## src/rtl/topfinal.sv

```systemverilog
// Minute/second countdown kitchen timer: BCD time register, start/pause/reload
// control, 0:00 alarm with gated 500 Hz tone and flashing LEDs.
module topfinal #(
  parameter int TICKS_PER_SEC = 1000,
  parameter int BEEP_HALF     = 250
) (
  input  logic       CLOCK,
  input  logic       RESET,
  input  logic [3:0] PSW,
  input  logic [3:0] RSW,
  output logic [7:0] SEG_A,
  output logic [7:0] SEG_B,
  output logic [7:0] SEG_C,
  output logic [7:0] SEG_D,
  output logic [7:0] LED,
  output logic       BZ
);

  localparam int PW = $clog2(TICKS_PER_SEC);
  localparam int BW = $clog2(BEEP_HALF + 1);

  typedef enum logic [1:0] {IDLE, RUN, PAUSE, ALARM} state_t;

  state_t        state_q, state_d;
  logic [PW-1:0] presc_q, presc_d;
  logic [BW-1:0] beep_q, beep_d;
  logic          gate_q, gate_d;
  logic          tone_q;
  logic [3:0]    min_q, min_d;
  logic [2:0]    s10_q, s10_d;
  logic [3:0]    s1_q, s1_d;
  logic [2:0]    sync1_q, sync2_q, sync3_q;
  logic [2:0]    pulse;
  logic [3:0]    rsw_min;
  logic [7:0]    therm;
  logic          unused_psw;

  assign unused_psw = PSW[3];
  assign pulse      = sync2_q & ~sync3_q;
  assign rsw_min    = (RSW > 4'd9) ? 4'd9 : RSW;

  function automatic logic [7:0] seg7(input logic [3:0] d);
    case (d)
      4'd0: seg7 = 8'b11111100;
      4'd1: seg7 = 8'b01100000;
      4'd2: seg7 = 8'b11011010;
      4'd3: seg7 = 8'b11110010;
      4'd4: seg7 = 8'b01100110;
      4'd5: seg7 = 8'b10110110;
      4'd6: seg7 = 8'b10111110;
      4'd7: seg7 = 8'b11100000;
      4'd8: seg7 = 8'b11111110;
      4'd9: seg7 = 8'b11110110;
      default: seg7 = 8'b00000000;
    endcase
  endfunction

  always_ff @(posedge CLOCK or negedge RESET) begin
    if (!RESET) begin
      state_q <= IDLE;
      presc_q <= '0;
      beep_q  <= '0;
      gate_q  <= 1'b0;
      tone_q  <= 1'b0;
      min_q   <= 4'd0;
      s10_q   <= 3'd0;
      s1_q    <= 4'd0;
      sync1_q <= 3'd0;
      sync2_q <= 3'd0;
      sync3_q <= 3'd0;
    end else begin
      state_q <= state_d;
      presc_q <= presc_d;
      beep_q  <= beep_d;
      gate_q  <= gate_d;
      tone_q  <= ~tone_q;
      min_q   <= min_d;
      s10_q   <= s10_d;
      s1_q    <= s1_d;
      sync1_q <= PSW[2:0];
      sync2_q <= sync1_q;
      sync3_q <= sync2_q;
    end
  end

  // pulse[0]=start, [1]=stop, [2]=reload; stop outranks reload outranks start
  always_comb begin
    state_d = state_q;
    presc_d = presc_q;
    beep_d  = beep_q;
    gate_d  = gate_q;
    min_d   = min_q;
    s10_d   = s10_q;
    s1_d    = s1_q;
    case (state_q)
      IDLE: begin
        min_d = rsw_min;
        s10_d = 3'd0;
        s1_d  = 4'd0;
        if (!pulse[1] && !pulse[2] && pulse[0] && rsw_min != 4'd0) begin
          state_d = RUN;
          presc_d = '0;
        end
      end
      RUN: begin
        if (pulse[1] || pulse[2]) begin
          state_d = IDLE;
        end else if (pulse[0]) begin
          state_d = PAUSE;
        end else if (presc_q == PW'(TICKS_PER_SEC - 1)) begin
          presc_d = '0;
          if (s1_q != 4'd0) begin
            s1_d = s1_q - 4'd1;
          end else if (s10_q != 3'd0) begin
            s10_d = s10_q - 3'd1;
            s1_d  = 4'd9;
          end else if (min_q != 4'd0) begin
            min_d = min_q - 4'd1;
            s10_d = 3'd5;
            s1_d  = 4'd9;
          end
          if (min_q == 4'd0 && s10_q == 3'd0 && s1_q == 4'd1) begin
            state_d = ALARM;
            beep_d  = '0;
            gate_d  = 1'b1;
          end
        end else begin
          presc_d = presc_q + PW'(1);
        end
      end
      PAUSE: begin
        if (pulse[1] || pulse[2]) state_d = IDLE;
        else if (pulse[0])        state_d = RUN;
      end
      ALARM: begin
        if (pulse[1]) begin
          state_d = IDLE;
        end else if (beep_q == BW'(BEEP_HALF - 1)) begin
          beep_d = '0;
          gate_d = ~gate_q;
        end else begin
          beep_d = beep_q + BW'(1);
        end
      end
      default: state_d = IDLE;
    endcase
  end

  for (genvar gi = 0; gi < 8; gi++) begin : g_therm
    assign therm[gi] = (min_q > 4'(gi));
  end

  always_comb begin
    LED = 8'h00;
    case (state_q)
      RUN, PAUSE: LED = therm;
      ALARM:      LED = {8{gate_q}};
      default:    LED = 8'h00;
    endcase
  end

  assign BZ    = (state_q == ALARM) && gate_q && tone_q;
  assign SEG_A = seg7(4'd0);
  assign SEG_B = seg7(min_q);
  assign SEG_C = seg7({1'b0, s10_q});
  assign SEG_D = seg7(s1_q);

endmodule

```

## config.mk

```make
export PLATFORM = sky130hd
export DESIGN_NAME = topfinal
export DESIGN_NICKNAME = d
export VERILOG_FILES = /design/src/rtl/topfinal.sv
export SDC_FILE = /design/constraint.sdc
export NUM_CORES = 1
export LEC_CHECK = 0
export CELL_PAD_IN_SITES_DETAIL_PLACEMENT = 2
export CELL_PAD_IN_SITES_GLOBAL_PLACEMENT = 2
export CORE_ASPECT_RATIO = 1.25
export CORE_UTILIZATION = 43
export CTS_BUF_LIST = sky130_fd_sc_hd__clkbuf_8
export DETAILED_ROUTE_END_ITERATION = 7
export DONT_BUFFER_PORTS = 1
export PLACE_DENSITY_LB_ADDON = 0.1
export SLEW_MARGIN = 10
export SYNTH_ARGS = -nofsm -noshare
export SYNTH_HDL_FRONTEND = slang
export SYNTH_SLANG_ARGS = --single-unit
```

## constraint.sdc

```tcl
create_clock -name CLOCK -period 3.6 [get_ports CLOCK]
set_input_delay 0.36 -clock CLOCK [delete_from_list [all_inputs] [get_ports CLOCK]]
set_output_delay 0.36 -clock CLOCK [all_outputs]
set_load 0.1 [all_outputs]
```

==> out/metrics.yaml <==
worst_setup_path:
  crit_path_top_delay_cell: "sky130_fd_sc_hd__o22ai_2"
  nature_of_the_critical_path_endpoint: "primary output"
  critPathKind: "register to primary output"
  number_of_logic_stages_on_the_critical_path_including_buffering: 6
  setup.worst_path.end: "LED[6]"
  timing.critical_path.from_type: "register"
  worstRegToRegCells: 7
  cp-startpoint: "state_q[0]"
  crit_family: "compound AO/OA/AOI/OAI gates"
  slowest_cell_delay_on_critical_path_ps: 960
  critical_path_arrival_ps: 2890
  regToRegSetupSlack_ps: 900
  cp.required_ps: 3240
  reg2reg_start: "min_q[1]"
  timing.critical_path.cells: "inv_1 > ha_1 > nand2b_1 > o22ai_2 > a41o_1 > buf_4"
  cp_num_buf_inv: 2
  regToRegEndpoint: "state_q[1]"
  crit_path_max_fanout: 7
place:
  dp.final_hpwl_um: 6400
  placed_cells: 436
  portBuffers: 0
  finalWeightedCongestion: 0.730
  placedInstanceArea_um2: 3240
final_layout:
  antenna-diode-count: 0
  drive_gt1_share_pct: 17.3
  area_delta_synth_final_pct: 12.7
  multi_input_area_um2: 1850
  area.sequential_um2: 1050
  finish.cell_count_without_fillers: 446
  fin_area_um2: 3370
  layout.nets: 394
  n_fill_cell: 729
timing:
  holdWs_ps: 86.4
  setup-tns-final_ps: 0
  final_worst_path_cycle_share_pct: 90.3
  max-slew-margin-rel_pct: 21.8
  timing.fmax_ghz: 0.308
  rsz0062_at_grt: "no"
  final_period_minus_worst_setup_slack_ps: 3250
  report.final.setup_viol: 0
  timing.clock.skew_ps: 6.14
  max_slew.worst_pin.slew_ps: 1170
  finalHoldViolCount: 0
  drv_slew: 0
clock_network:
  clk-insertion-delay-late_ps: 290
  tritoncts.num_buffers: 5
  clk_transition_reported_paths_ps: 80
  htreeDepth: 2
  clk_path_buf_depth: 2
  tritoncts: "built"
  clock_tree.root_cell: "sky130_fd_sc_hd__clkbuf_8"
  clock_sinks: 42
yosys:
  synth_async_sr_flop_share_pct: 100
  post_synth_num_cell_types: 52
  synth_edf_count: 0
  synth_compound_gate_area_share_pct: 21.0
  synthMuxAreaShare_pct: 2.39
  synthFlopType: "sky130_fd_sc_hd__dfrtp_1"
  synth-xor-area-share_pct: 0
  synth_fa_ha_area_share_pct: 10.9
  netlist_area_um2: 2990
  yosys_register_bits: 42
  post_synth.cell_area_avg_um2: 8.71
  yosysSeqAreaShare_pct: 35.2
  post_synth_and_or_nand_nor_area_fraction_pct: 22.8
  synth_top_family_by_area: "simple AND/OR/NAND/NOR gates"
  yosysWarnings: 0
  synth_cells: 343
global_route:
  gr-total-overflow: 0
  track_usage_pct: 24.4
  wire_length_of_the_first_global_routing_pass_um: 14200
  grt_pass1_vias: 2816
  grt_start_max_net_pins: 43
  grt_antenna_before_repair: 0
outcome:
  run_status: "finished clean"
floorplan:
  dieHeight_um: 95.2
  start_util_pct: 44.9
  core-area_um2: 6650
  floorplan.die.width_um: 76.6
  design.die.area_um2: 7290
  number_of_top_level_design_ports: 51
  fp-row-count: 33
routing:
  detail_route.iter0.violations: 65
  vias: 2601
  antenna_violating_nets_post_route: 0
  via_per_inst: 5.83
  finalWirelength_um: 8460
  drt-wirelength-per-cell_um: 19.0
  post-route-drc-count: 0
  drtPass1Iterations: 4
job:
  cap_violations: 0
worst_hold_path:
  hold_class: "input pin to register"
## through the flow
| step | util, % | worst slack, ps |
|---|---|---|
| final | 50.7 | 349 |
| after global routing | 50.7 | 235 |
| after CTS | 50.7 | 337 |
| after detailed placement | 48.7 | 651 |
| after global placement | 48.7 | 793 |
| after floorplan | - | 66.6 |
## worst min-delay path by stage
| stage | from | to | slack, ps | depth (start not counted) |
|---|---|---|---|---|
| 6_report | PSW[2] | sync1_q[2] | 90 | 0 |
| 2_1_floorplan | RESET | beep_q[0] | 60 | 0 |
| 4_1_cts | PSW[2] | sync1_q[2] | 80 | 0 |
| 5_1_grt | PSW[2] | sync1_q[2] | 70 | 0 |
| 3_5_place_dp | RESET | presc_q[8] | 70 | 0 |
| 3_3_place_gp | RESET | presc_q[7] | 70 | 0 |
## registers in the layout, summed over array words and instances, names as in the netlist, 2 cells and up
name,flops
sync2_q,3
state_q,2
min_q,4
s1_q,4
sync1_q,3
s10_q,3
beep_q,8
presc_q,10
sync3_q,3
## layout make-up
cell class | count | area share, %
inverters | 21 | 2.34
clock inverters | 2 | 0.260
flip-flops and latches | 42 | 31.2
clock buffers | 6 | 2.45
repair buffers | 22 | 5.57
well taps | 87 | 3.23
multi-input cells | 266 | 54.9
## metal layers
metal	part of all wire [%]	wire length (um)	vias to the layer above	global-route usage [%]
met5	0	0	-	0
li1	-	-	1226	-
met2	53	4520	34	46.9
met1	43	3640	1330	27.5
met4	1.6	134	0	7.53
met3	2.0	169	11	3.83
## cells in the final DEF (no fill, tap or decap), drive strengths merged, types with 8 or more instances in the layout
cell type  synthesis  routed
nand2b            14      14
nand3             11      11
conb               2      11
nand2             22      22
a21oi             23      23
ha                26      26
dfrtp             42      42
o21ai             43      43
nor2b              8       8
nor2              31      31
inv               21      22
o31ai             11      11
buf               15      21
## cells in the mapped netlist, types with 5 or more instances
cell type	instances	area share (%)
sky130_fd_sc_hd__mux2i_1	6	2.0
sky130_fd_sc_hd__ha_1	26	11
sky130_fd_sc_hd__o31ai_1	11	2.8
sky130_fd_sc_hd__nand2_1	22	2.8
sky130_fd_sc_hd__a31oi_1	5	1.0
sky130_fd_sc_hd__a21oi_1	23	3.9
sky130_fd_sc_hd__clkbuf_1	8	1.0
sky130_fd_sc_hd__buf_4	11	2.8
sky130_fd_sc_hd__nand3_1	11	1.8
sky130_fd_sc_hd__nor2b_1	8	1.7
sky130_fd_sc_hd__inv_1	21	2.6
sky130_fd_sc_hd__o21ai_0	42	7.0
sky130_fd_sc_hd__dfrtp_1	42	35
sky130_fd_sc_hd__nand2b_1	14	2.9
sky130_fd_sc_hd__nand4_1	6	1.3
sky130_fd_sc_hd__nor2_1	31	3.9
## cell families after synthesis
logic type               count (synthesis)
adder cells (fa/ha/maj)                 26
buffers and inverters                   44
other                                    2
AO/OA/AOI/OAI                          102
flip-flops                              42
multiplexers                             7
AND/OR/NAND/NOR                        120
## timing repair
item / CTS / global route
gates resized for setup: 0 / 0
buffers inserted: 0 / 0
hold buffers: 2 / 0
hold endpoints to repair: 42 / 0
Power is not shown: default switching activity piles up to over one toggle a cycle in this logic, so the estimate is an artifact.
